### src/rtl/instruction_fetch_pkg.sv
// Shared types and constants for the instruction fetch stage.
// Optional IFETCH_MISALIGN_TRAP_EN adds the StTrap state.
package instruction_fetch_pkg;

   localparam logic [31:0] PcStep   = 32'd4;
   localparam logic [31:0] NopInstr = 32'h0000_0013;

`ifdef IFETCH_MISALIGN_TRAP_EN
   typedef enum logic [2:0] {
      StIdle = 3'd0,
      StWait = 3'd1,
      StSkid = 3'd2,
      StDrop = 3'd3,
      StTrap = 3'd4
   } fetch_state_e;
`else
   typedef enum logic [2:0] {
      StIdle = 3'd0,
      StWait = 3'd1,
      StSkid = 3'd2,
      StDrop = 3'd3
   } fetch_state_e;
`endif

   // Next sequential word address; wraps 32'hFFFF_FFFC -> 0 and stays word-aligned.
   function automatic logic [31:0] pc_inc(input logic [31:0] a);
      logic [31:0] sum;
      sum = a + PcStep;
      return {sum[31:2], 2'b00};
   endfunction

endpackage

### src/rtl/instruction_fetch_if.sv
// Instruction-memory request/ack handshake between the fetch stage and memory.
interface instruction_fetch_if;

   logic        req;
   logic [31:0] addr;
   logic        ack;
   logic [31:0] rdata;

   modport master (
      output req,
      output addr,
      input  ack,
      input  rdata
   );

   modport slave (
      input  req,
      input  addr,
      output ack,
      output rdata
   );

endinterface

### src/rtl/instruction_fetch_skid_buffer.sv
// One-entry skid register holding {instruction, address} while decode stalls.
// Flush has priority over load, load over unload.
module instruction_fetch_skid_buffer (
   input  logic        i_clk,
   input  logic        i_rst_n,
   input  logic        i_load,
   input  logic        i_unload,
   input  logic        i_flush,
   input  logic [63:0] i_data,
   output logic        o_valid,
   output logic [63:0] o_data
);

   logic        r_valid;
   logic [63:0] r_data;

   always_ff @(posedge i_clk) begin
      if (!i_rst_n) begin
         r_valid <= 1'b0;
         r_data  <= '0;
      end else if (i_flush) begin
         r_valid <= 1'b0;
      end else if (i_load) begin
         r_valid <= 1'b1;
         r_data  <= i_data;
      end else if (i_unload) begin
         r_valid <= 1'b0;
      end
   end

   assign o_valid = r_valid;
   assign o_data  = r_data;

endmodule

### src/rtl/instruction_fetch.sv
// Fetch stage: owns the fetch PC, drives the imem handshake and holds IR/pc for decode.
// Define IFETCH_MISALIGN_TRAP_EN to trap on misaligned redirect targets.
module instruction_fetch
   import instruction_fetch_pkg::*;
#(
   parameter logic [31:0] RESET_PC  = 32'h0000_0000,
   parameter logic [31:0] NOP_INSTR = NopInstr
) (
   input  logic                       i_clk,
   input  logic                       i_rst_n,
   instruction_fetch_if.master        io_imem,
   input  logic                       i_stall,
   input  logic                       i_redirect,
   input  logic [31:0]                i_redirect_pc,
   output logic [31:0]                o_ir,
   output logic [31:0]                o_pc,
   output logic                       o_ir_valid
`ifdef IFETCH_MISALIGN_TRAP_EN
   ,
   output logic                       o_fetch_misaligned
`endif
);

   localparam logic [31:0] ResetAddr = {RESET_PC[31:2], 2'b00};

   fetch_state_e r_state, w_state_nxt;
   logic [31:0]  r_fetch_pc, w_fetch_pc_nxt;
   logic [31:0]  r_imem_addr, w_imem_addr_nxt;
   logic [31:0]  r_ir, w_ir_nxt;
   logic [31:0]  r_pc, w_pc_nxt;
   logic         r_ir_valid, w_ir_valid_nxt;

   logic         w_ack;
   logic         w_slot_free;
   logic         w_outstanding;
   logic [31:0]  w_redir_pc;
   logic         w_skid_load;
   logic         w_skid_unload;
   logic         w_skid_valid;
   logic [63:0]  w_skid_data;

`ifdef IFETCH_MISALIGN_TRAP_EN
   logic         r_misaligned, w_misaligned_nxt;
   logic         r_trap_pend, w_trap_pend_nxt;
   logic         w_redir_bad;

   assign w_redir_bad = |i_redirect_pc[1:0];
   assign w_redir_pc  = i_redirect_pc;
`else
   assign w_redir_pc  = i_redirect_pc & 32'hFFFF_FFFC;
`endif

   assign w_ack         = io_imem.ack;
   assign w_slot_free   = !r_ir_valid || !i_stall;
   // A request is still in flight and must be allowed to complete.
   assign w_outstanding = ((r_state == StWait) || (r_state == StDrop)) && !w_ack;

   instruction_fetch_skid_buffer u_skid (
      .i_clk    (i_clk),
      .i_rst_n  (i_rst_n),
      .i_load   (w_skid_load),
      .i_unload (w_skid_unload),
      .i_flush  (i_redirect),
      .i_data   ({io_imem.rdata, r_imem_addr}),
      .o_valid  (w_skid_valid),
      .o_data   (w_skid_data)
   );

   always_comb begin
      w_state_nxt     = r_state;
      w_fetch_pc_nxt  = r_fetch_pc;
      w_imem_addr_nxt = r_imem_addr;
      w_ir_nxt        = r_ir;
      w_pc_nxt        = r_pc;
      w_ir_valid_nxt  = r_ir_valid && i_stall;
      w_skid_load     = 1'b0;
      w_skid_unload   = 1'b0;
`ifdef IFETCH_MISALIGN_TRAP_EN
      w_misaligned_nxt = r_misaligned;
      w_trap_pend_nxt  = r_trap_pend;
`endif
      if (i_redirect) begin
         w_ir_nxt       = NOP_INSTR;
         w_ir_valid_nxt = 1'b0;
`ifdef IFETCH_MISALIGN_TRAP_EN
         if (w_redir_bad) begin
            w_misaligned_nxt = 1'b1;
            if (w_outstanding) begin
               w_state_nxt     = StDrop;
               w_trap_pend_nxt = 1'b1;
            end else begin
               w_state_nxt     = StTrap;
               w_trap_pend_nxt = 1'b0;
            end
         end else begin
            w_misaligned_nxt = 1'b0;
            w_trap_pend_nxt  = 1'b0;
`endif
            w_fetch_pc_nxt = w_redir_pc;
            if (w_outstanding) begin
               w_state_nxt = StDrop;
            end else begin
               w_state_nxt     = StWait;
               w_imem_addr_nxt = w_redir_pc;
            end
`ifdef IFETCH_MISALIGN_TRAP_EN
         end
`endif
      end else begin
         unique case (r_state)
            StIdle: begin
               w_state_nxt     = StWait;
               w_imem_addr_nxt = r_fetch_pc;
            end
            StWait: begin
               if (w_ack) begin
                  w_imem_addr_nxt = pc_inc(r_imem_addr);
                  if (w_slot_free) begin
                     w_ir_nxt       = io_imem.rdata;
                     w_pc_nxt       = r_imem_addr;
                     w_ir_valid_nxt = 1'b1;
                  end else begin
                     w_skid_load = 1'b1;
                     w_state_nxt = StSkid;
                  end
               end
            end
            StSkid: begin
               if (!i_stall && w_skid_valid) begin
                  w_ir_nxt       = w_skid_data[63:32];
                  w_pc_nxt       = w_skid_data[31:0];
                  w_ir_valid_nxt = 1'b1;
                  w_skid_unload  = 1'b1;
                  w_state_nxt    = StWait;
               end
            end
            StDrop: begin
               if (w_ack) begin
`ifdef IFETCH_MISALIGN_TRAP_EN
                  if (r_trap_pend) begin
                     w_state_nxt     = StTrap;
                     w_trap_pend_nxt = 1'b0;
                  end else begin
                     w_state_nxt     = StWait;
                     w_imem_addr_nxt = r_fetch_pc;
                  end
`else
                  w_state_nxt     = StWait;
                  w_imem_addr_nxt = r_fetch_pc;
`endif
               end
            end
`ifdef IFETCH_MISALIGN_TRAP_EN
            StTrap: w_state_nxt = StTrap;
`endif
            default: w_state_nxt = StIdle;
         endcase
      end
   end

   always_ff @(posedge i_clk) begin
      if (!i_rst_n) begin
         r_state     <= StIdle;
         r_fetch_pc  <= ResetAddr;
         r_imem_addr <= ResetAddr;
         r_ir        <= NOP_INSTR;
         r_pc        <= RESET_PC;
         r_ir_valid  <= 1'b0;
      end else begin
         r_state     <= w_state_nxt;
         r_fetch_pc  <= w_fetch_pc_nxt;
         r_imem_addr <= w_imem_addr_nxt;
         r_ir        <= w_ir_nxt;
         r_pc        <= w_pc_nxt;
         r_ir_valid  <= w_ir_valid_nxt;
      end
   end

`ifdef IFETCH_MISALIGN_TRAP_EN
   always_ff @(posedge i_clk) begin
      if (!i_rst_n) begin
         r_misaligned <= 1'b0;
         r_trap_pend  <= 1'b0;
      end else begin
         r_misaligned <= w_misaligned_nxt;
         r_trap_pend  <= w_trap_pend_nxt;
      end
   end

   assign o_fetch_misaligned = r_misaligned;
`endif

   assign io_imem.req  = (r_state == StWait) || (r_state == StDrop);
   assign io_imem.addr = r_imem_addr;
   assign o_ir         = r_ir;
   assign o_pc         = r_pc;
   assign o_ir_valid   = r_ir_valid;

endmodule
### src/flat_wrapper.sv
// flat-port wrapper written by rule: the top's interface ports become plain ports
module instruction_fetch_flat import instruction_fetch_pkg::*;
#(
   parameter logic [31:0] RESET_PC  = 32'h0000_0000,
   parameter logic [31:0] NOP_INSTR = NopInstr
)
  (i_clk, i_rst_n, i_stall, i_redirect, i_redirect_pc, o_ir, o_pc, o_ir_valid, io_imem_req, io_imem_addr, io_imem_ack, io_imem_rdata);
  instruction_fetch_if io_imem_i ();
  input  logic i_clk;
  input  logic i_rst_n;
  input  logic i_stall;
  input  logic i_redirect;
  input  logic [31:0] i_redirect_pc;
  output logic [31:0] o_ir;
  output logic [31:0] o_pc;
  output logic o_ir_valid;
  output wire logic [$bits(io_imem_i.req)-1:0] io_imem_req;
  output wire logic [$bits(io_imem_i.addr)-1:0] io_imem_addr;
  input wire logic [$bits(io_imem_i.ack)-1:0] io_imem_ack;
  input wire logic [$bits(io_imem_i.rdata)-1:0] io_imem_rdata;
  assign io_imem_req = io_imem_i.req;
  assign io_imem_addr = io_imem_i.addr;
  assign io_imem_i.ack = io_imem_ack;
  assign io_imem_i.rdata = io_imem_rdata;
  instruction_fetch #(.RESET_PC(RESET_PC), .NOP_INSTR(NOP_INSTR)) u_core (.i_clk(i_clk), .i_rst_n(i_rst_n), .io_imem(io_imem_i), .i_stall(i_stall), .i_redirect(i_redirect), .i_redirect_pc(i_redirect_pc), .o_ir(o_ir), .o_pc(o_pc), .o_ir_valid(o_ir_valid));
endmodule
### config.mk
export PLATFORM = sky130hd
export DESIGN_NAME = instruction_fetch_flat
export DESIGN_NICKNAME = d
export VERILOG_FILES = /design/src/rtl/instruction_fetch_pkg.sv /design/src/rtl/instruction_fetch_if.sv /design/src/rtl/instruction_fetch_skid_buffer.sv /design/src/rtl/instruction_fetch.sv /design/src/flat_wrapper.sv
export SDC_FILE = /design/constraint.sdc
export NUM_CORES = 1
export LEC_CHECK = 0
export ABC_AREA = 1
export ABC_CLOCK_PERIOD_IN_PS = 2480
export BUFFER_PORTS_ARGS = -buffer_cell sky130_fd_sc_hd__buf_2
export CAP_MARGIN = 15
export CORE_UTILIZATION = 50
export CTS_CLUSTER_DIAMETER = 40
export CTS_CLUSTER_SIZE = 28
export DETAILED_ROUTE_END_ITERATION = 16
export PLACE_DENSITY = 0.7
export SLEW_MARGIN = 25
export SYNTH_ARGS = -nofsm -noshare
export SYNTH_HDL_FRONTEND = slang
export SYNTH_SLANG_ARGS = --single-unit
### constraint.sdc
create_clock -name i_clk -period 2.48 [get_ports i_clk]
set_input_delay 0.496 -clock i_clk [delete_from_list [all_inputs] [get_ports i_clk]]
set_output_delay 0.496 -clock i_clk [all_outputs]
set_load 0.05 [all_outputs]
* Word-level counts from Yosys, hierarchy flattened
Index checks and enable logic that the tools add are counted.
** Word-level totals
- Bits in registers :: 195
- ROM bits :: 0
- Word-level logic and storage cells :: 73
- Output and inout bits :: 98
- Memories kept :: 0
- Bits in latches :: 0
- RAM bits :: 0
- Input port bits :: 69
** Cells by class
- $mul :: 0
- Magnitude comparators :: 0
- Shifts and indexed selects :: 0
- Eq/ne operators :: 11
- Bitwise logic cells :: 2
- Multiplexer cells :: 33
- Add/subtract/negate cells :: 1
- Divide/modulo/power cells :: 0
- Reduce and logical (&&, ||, !) cells :: 18
** Operator list (number)
- $mux 32 :: 10
- $pmux 32 s2 :: 2
- $pmux 32 s3 :: 1
- $add 32x3->32 const B :: 1
- $mux 3 :: 5
- $mux 1 :: 12
- $pmux 3 s4 :: 1
- $reduce_and 4->1 :: 3
- $ne 3x3->1 const B :: 3
- $eq 3x2->1 const B :: 2
- $reduce_and 5->1 :: 1
- $ne 2x1->1 const B :: 2
- $ne 2x2->1 const B :: 2
- $reduce_bool 2->1 :: 2
- $reduce_bool 4->1 :: 1
- $eq 3x1->1 const B :: 1
- $logic_and 1x1->1 :: 3
- $logic_not 1->1 :: 3
- $logic_not 3->1 :: 1
- $ne 3x2->1 const B :: 1
- $logic_or 1x1->1 :: 2
- $mux 2 :: 1
- $not 1->1 :: 2
- $pmux 1 s2 :: 1
- 2 further kinds :: 2

* Logic depth before layout (Yosys ltp)
- Depth after elaboration :: 7
- Mapped depth :: 12
- Gate-level depth less buffers :: 10

* Modules after synthesis
From an unflattened synthesis, not the netlist that was laid out.
** Unflattened totals
- Cell total of the unflattened synthesis :: 1384
- Area, all modules :: 9384.0 um^2
** Modules (own cells, without submodules)
- instruction_fetch :: instances 1, area an instance 6558.8 um^2, sequential area each 2542.4 um^2, cells an instance 965
- instruction_fetch_skid_buffer :: instances 1, area an instance 2825.2 um^2, sequential area each 1301.2 um^2, cells an instance 419

* Least setup slack after synthesis
Ideal clock, no wire load.
- Kind :: flip-flop to flip-flop
- Start point :: register u_core.r_imem_addr[3] (netlist: u_core.io_imem.addr[3])
- End point :: register u_core.r_imem_addr[22] (netlist: u_core.io_imem.addr[22])
- Arrival time :: 1802 ps
- Path buffers :: 0
- Path slack :: 556 ps
- Stages on the path, launching flop included :: 11
- Library setup time :: 122 ps
- Data required time :: 2358 ps
- Period minus slack after synthesis :: 1924 ps
- Cell sequence :: dfxtp_1 ha_1 nand2_2 nor2_4 nand2_4 nor2_8 nand2_1 nand2_1 nand3_1 nand2_1 a21oi_2
** Between the ends
- Word-level cells in the longest chain between the ends :: 4
** Ends and longest elaborated chain
- start: declaration :: line instruction_fetch.sv:28 : logic [31:0] r_imem_addr, w_imem_addr_nxt;
- start signal: assignment :: line instruction_fetch.sv:165 : r_imem_addr <= ResetAddr;
- start signal: assignment :: line instruction_fetch.sv:172 : r_imem_addr <= w_imem_addr_nxt;
- $add 32x3->32 :: line instruction_fetch_pkg.sv:28 : sum = a + PcStep;
- $mux 32 :: line instruction_fetch.sv:116 : if (w_ack) begin
- $pmux 32 s3 :: line instruction_fetch.sv:110 : unique case (r_state)
- $mux 32 :: line instruction_fetch.sv:82 : if (i_redirect) begin
Every way passes these cells. The select of a mux whose other input is x is not followed.
A chain may end at the register's enable or synchronous reset.

* Worst setup path in the final report
- Start point :: register u_core.r_state[1]
- End point :: output port io_imem_req
** Between the ends
- Word-level cells in the longest chain between the ends :: 2
- Elaborated cells between the ends (all ways) :: 3
- Classes of those cells :: eq/ne: 2; reduce/logical: 1
** Ends and longest elaborated chain
- start: declaration :: line instruction_fetch.sv:26 : fetch_state_e r_state, w_state_nxt;
- start signal: assignment :: line instruction_fetch.sv:163 : r_state <= StIdle;
- start signal: assignment :: line instruction_fetch.sv:170 : r_state <= w_state_nxt;
- $eq 3x1->1 or $eq 3x2->1 (tied branches) :: line instruction_fetch.sv:193 : assign io_imem.req = (r_state == StWait) || (r_state == StDrop);
- $logic_or 1x1->1 (*) :: line instruction_fetch.sv:193
- end: declaration :: line flat_wrapper.sv:17 : output wire logic [$bits(io_imem_i.req)-1:0] io_imem_req;
Every way passes the cells marked *; elsewhere a longest branch is shown, timed or not.

==> flow_summary_export.csv <==
group,metric,value,unit
global_route,grt_pass1_vias,7449,
sta,worst_slew_pin_slew,0.693,ns
yosys,avgSynthCellArea,7.12,um^2
sta,relSlewSlack,0.538,
critical_path,path_class,"flip-flop to output pin",
final_layout,fill_cells,1620,
place,port_buffers,160,
sta,rsz0062_at_grt,"no",
clock_tree,cts_tree,"yes",
yosys,synth_top_area_cell,"dfxtp_1",
floorplan,pin_count,167,
final_layout,final_cell_mix,"282 x nand2_1, 200 x o21ai_0, 188 x dfxtp_1",
min_path,whs_path_depth,3,
floorplan,rows,47,
clock_tree,cts_buffers,17,
flow_run,maxCapViolations,0,
yosys,synth_seq_cells,188,
clock_tree,cts_hold_buffers,0,
yosys,synth_edf_count,0,
yosys,ys_async_sr_fraction,0,
route,dr_total_vias,8259,
critical_path,cp-start-kind,"flip-flop",
power,netSwitchingFraction,0.367,
place,hpwl,15.0,mm
sta,fin_worst_skew,0.00899,ns
power,pwr-share-seq,0.425,
clock_tree,clockBufferDepth,2,
power,leakagePower,4.13,nW
final_layout,multiInputGateArea,4130,um^2
final_layout,layout_commonest_cell,"nand2_1",
final_layout,seqCellArea,3760,um^2
min_path,hold_class,"input port to flip-flop",
global_route,overflow,0,
route,ant_nets,0,
power,p_clk_frac,0.317,
route,finalWirelength,22.8,mm
place,place_area,9370,um^2
sta,whs,0.302,ns
route,drt_iter0_drc,638,
yosys,ys.flop_type,"dfxtp_1",
sta,setup_viol,0,
critical_path,critPathRequiredTime,1.98,ns
critical_path,rr_worst_depth,9,
clock_tree,post-cts-setup-buffer-count,0,
sta,tns,0,ns
route,viasPerCell,5.35,
final_layout,fin_area,9910,um^2
critical_path,cp-end-kind,"output pin",
clock_tree,path_clk_slew,0.07,ns
clock_tree,clk_latency,0.43,ns
sta,final_hold_viol_count,0,
clock_tree,ctsResizeCount,0,
yosys,ys_top_cells_by_area,"dfxtp_1 44%, nand2_1 12%, o21ai_0 12%",
floorplan,start_util,0.514,
critical_path,worstReg2RegStart,"u_core.r_state[1]$_SDFFE_PN0P_",
global_route,gr-usage-all-layers,0.262,
global_route,grt_pass1_wl,37.1,mm
power,power_density,816,nW/um^2
yosys,yosysSeqAreaShare,0.440,
sta,finalMaxSlewViolations,0,
final_layout,drive_gt1_frac,0.184,
sta,min_period,2.32,ns
sta,fmaxAchievable,431,MHz
route,drc,0,
power,max-vdd-ir-drop,0.000551,V
power,pwr-share-comb,0.259,
status,status,"complete, no violations",
route,routedWlPerCell,14.7,um
floorplan,die_y,133,um
final_layout,antenna_cells,0,
yosys,yosysTopAreaCellShare,0.440,
final_layout,nets,1387,
yosys,yosys.cell_types.count,36,
floorplan,fp.dieW,133,um
floorplan,dieArea,17600,um^2
critical_path,cp.arrival,1.83,ns
global_route,grt_max_degree,95,
place,gp_congestion,0.866,
floorplan,coreArea,16600,um^2
power,p_int,0.00512,W
critical_path,rrSetupSlack,0.33,ns
global_route,grt_antenna_before_repair,2,
final_layout,syn_to_final_growth,15.9,%
clock_tree,htree_levels,4,
clock_tree,cts-root-buf,"clkbuf_16",
yosys,synth_warnings,0,
min_path,min-delay-start,"io_imem_rdata[8]",
critical_path,path_max_fanout,14,
yosys,syn_area,8560,um^2
route,dr.pass1.iters,5,
min_path,hold_path_end,"u_core.u_skid.o_data[40]$_SDFFE_PN0P_",
clock_tree,clock_sinks,188,
critical_path,rr_endpoint,"u_core.o_pc[20]$_SDFFE_PN0P_",
sta,fin_crit_sh,0.936,
power,power_switching,0.00296,W
yosys,synth_cells,1202,
## sequential cells by signal, summed over array words and instances, names as in the netlist
name                   cells
u_core.io_imem.addr       30
u_core.o_ir               32
u_core.o_ir_valid          1
u_core.o_pc               30
u_core.r_fetch_pc         30
u_core.r_state             2
u_core.u_skid.o_data      62
u_core.u_skid.o_valid      1
## synth_stat cells, types with 2 or more instances
library cell and count:
xor2_1 5, dfxtp_1 188, nor2_4 5, o21ai_0 200, buf_2 25, a21oi_2 3, nor3_1 2, nand3_2 3
clkbuf_1 46, nand4_1 3, nand2_4 2, a31oi_1 39, buf_1 3, buf_6 7, a21oi_1 139, inv_2 6
o21ai_1 3, ha_1 6, inv_1 51, buf_4 9, nand2_1 282, nor2_1 90, nor2_2 5, nand3_1 61
nand2_2 7, o22ai_1 2
## layer usage
layer | vias to the layer above | share of wire | GRT usage
met5 | - | 0.0012 | 0
met4 | 4 | 0.024 | 0.0945
met3 | 32 | 0.063 | 0.0655
met2 | 221 | 0.48 | 0.441
met1 | 3772 | 0.43 | 0.324
li1 | 4230 | - | -
## layout make-up
class / count / share of cell area
clock buffer: 24 / 0.0496
clock inverter: 8 / 0.00581
inverter: 58 / 0.0222
multi-input combinational: 869 / 0.417
sequential: 188 / 0.380
tap: 220 / 0.0278
timing repair buffer: 178 / 0.0982
## stage by stage
stage	instances	setup slack [ns]	util	power, W
3_5_place_dp	1513	0.316	0.563	0.00559
3_3_place_gp	1513	0.371	0.563	0.00557
6_report	1545	0.158	0.596	0.00809
5_1_grt	1545	0.0516	0.596	0.00847
4_1_cts	1545	0.125	0.596	0.00814
2_1_floorplan	1205	0.556	-	0.00506
## power by group through the flow
stage / Clock (W) / Combinational (W) / Sequential (W)
after global placement: 0 / 0.00208 / 0.00349
after CTS: 0.00260 / 0.00211 / 0.00343
after global routing: 0.00272 / 0.00229 / 0.00346
final: 0.00256 / 0.00209 / 0.00343
after detailed placement: 0 / 0.00209 / 0.00349
after floorplan: 0 / 0.00104 / 0.00402
## kinds of logic (layout without fill, tap and decap cells)
kind of cell | count (synthesis) | in the layout | share of synthesized area
xor gates and xnor gates | 5 | 5 | 0.00512
DFF | 188 | 188 | 0.440
other | 1 | 4 | 0.000438
and+or+nand+nor | 464 | 464 | 0.230
AOI/OAI and AO/OA | 390 | 390 | 0.237
buffers and inverters | 148 | 268 | 0.0790
adders and majority gates | 6 | 6 | 0.00877
## worst max-delay path by stage
stage,from,to,slack [ns],cells past startpoint
CTS,u_core.r_state[1]$_SDFFE_PN0P_,io_imem_req,0.12,5
global placement,u_core.r_state[1]$_SDFFE_PN0P_,u_core.o_pc[17]$_SDFFE_PN0P_,0.37,9
global route,u_core.r_state[1]$_SDFFE_PN0P_,io_imem_req,0.05,5
detailed placement,u_core.r_state[1]$_SDFFE_PN0P_,u_core.o_ir[10]$_SDFFE_PP0P_,0.32,9
floorplan,u_core.io_imem.addr[3]$_SDFFE_PN0P_,u_core.io_imem.addr[22]$_SDFFE_PN0P_,0.56,10
finish,u_core.r_state[1]$_SDFFE_PN0P_,io_imem_req,0.16,5
## critical path: stages (launching register included)
cell     delay (ns)
dfxtp_1        0.33
inv_1          0.11
ha_1           0.39
inv_2          0.20
nand2_2        0.10
buf_2          0.27
(Power assumes the default switching activity.)
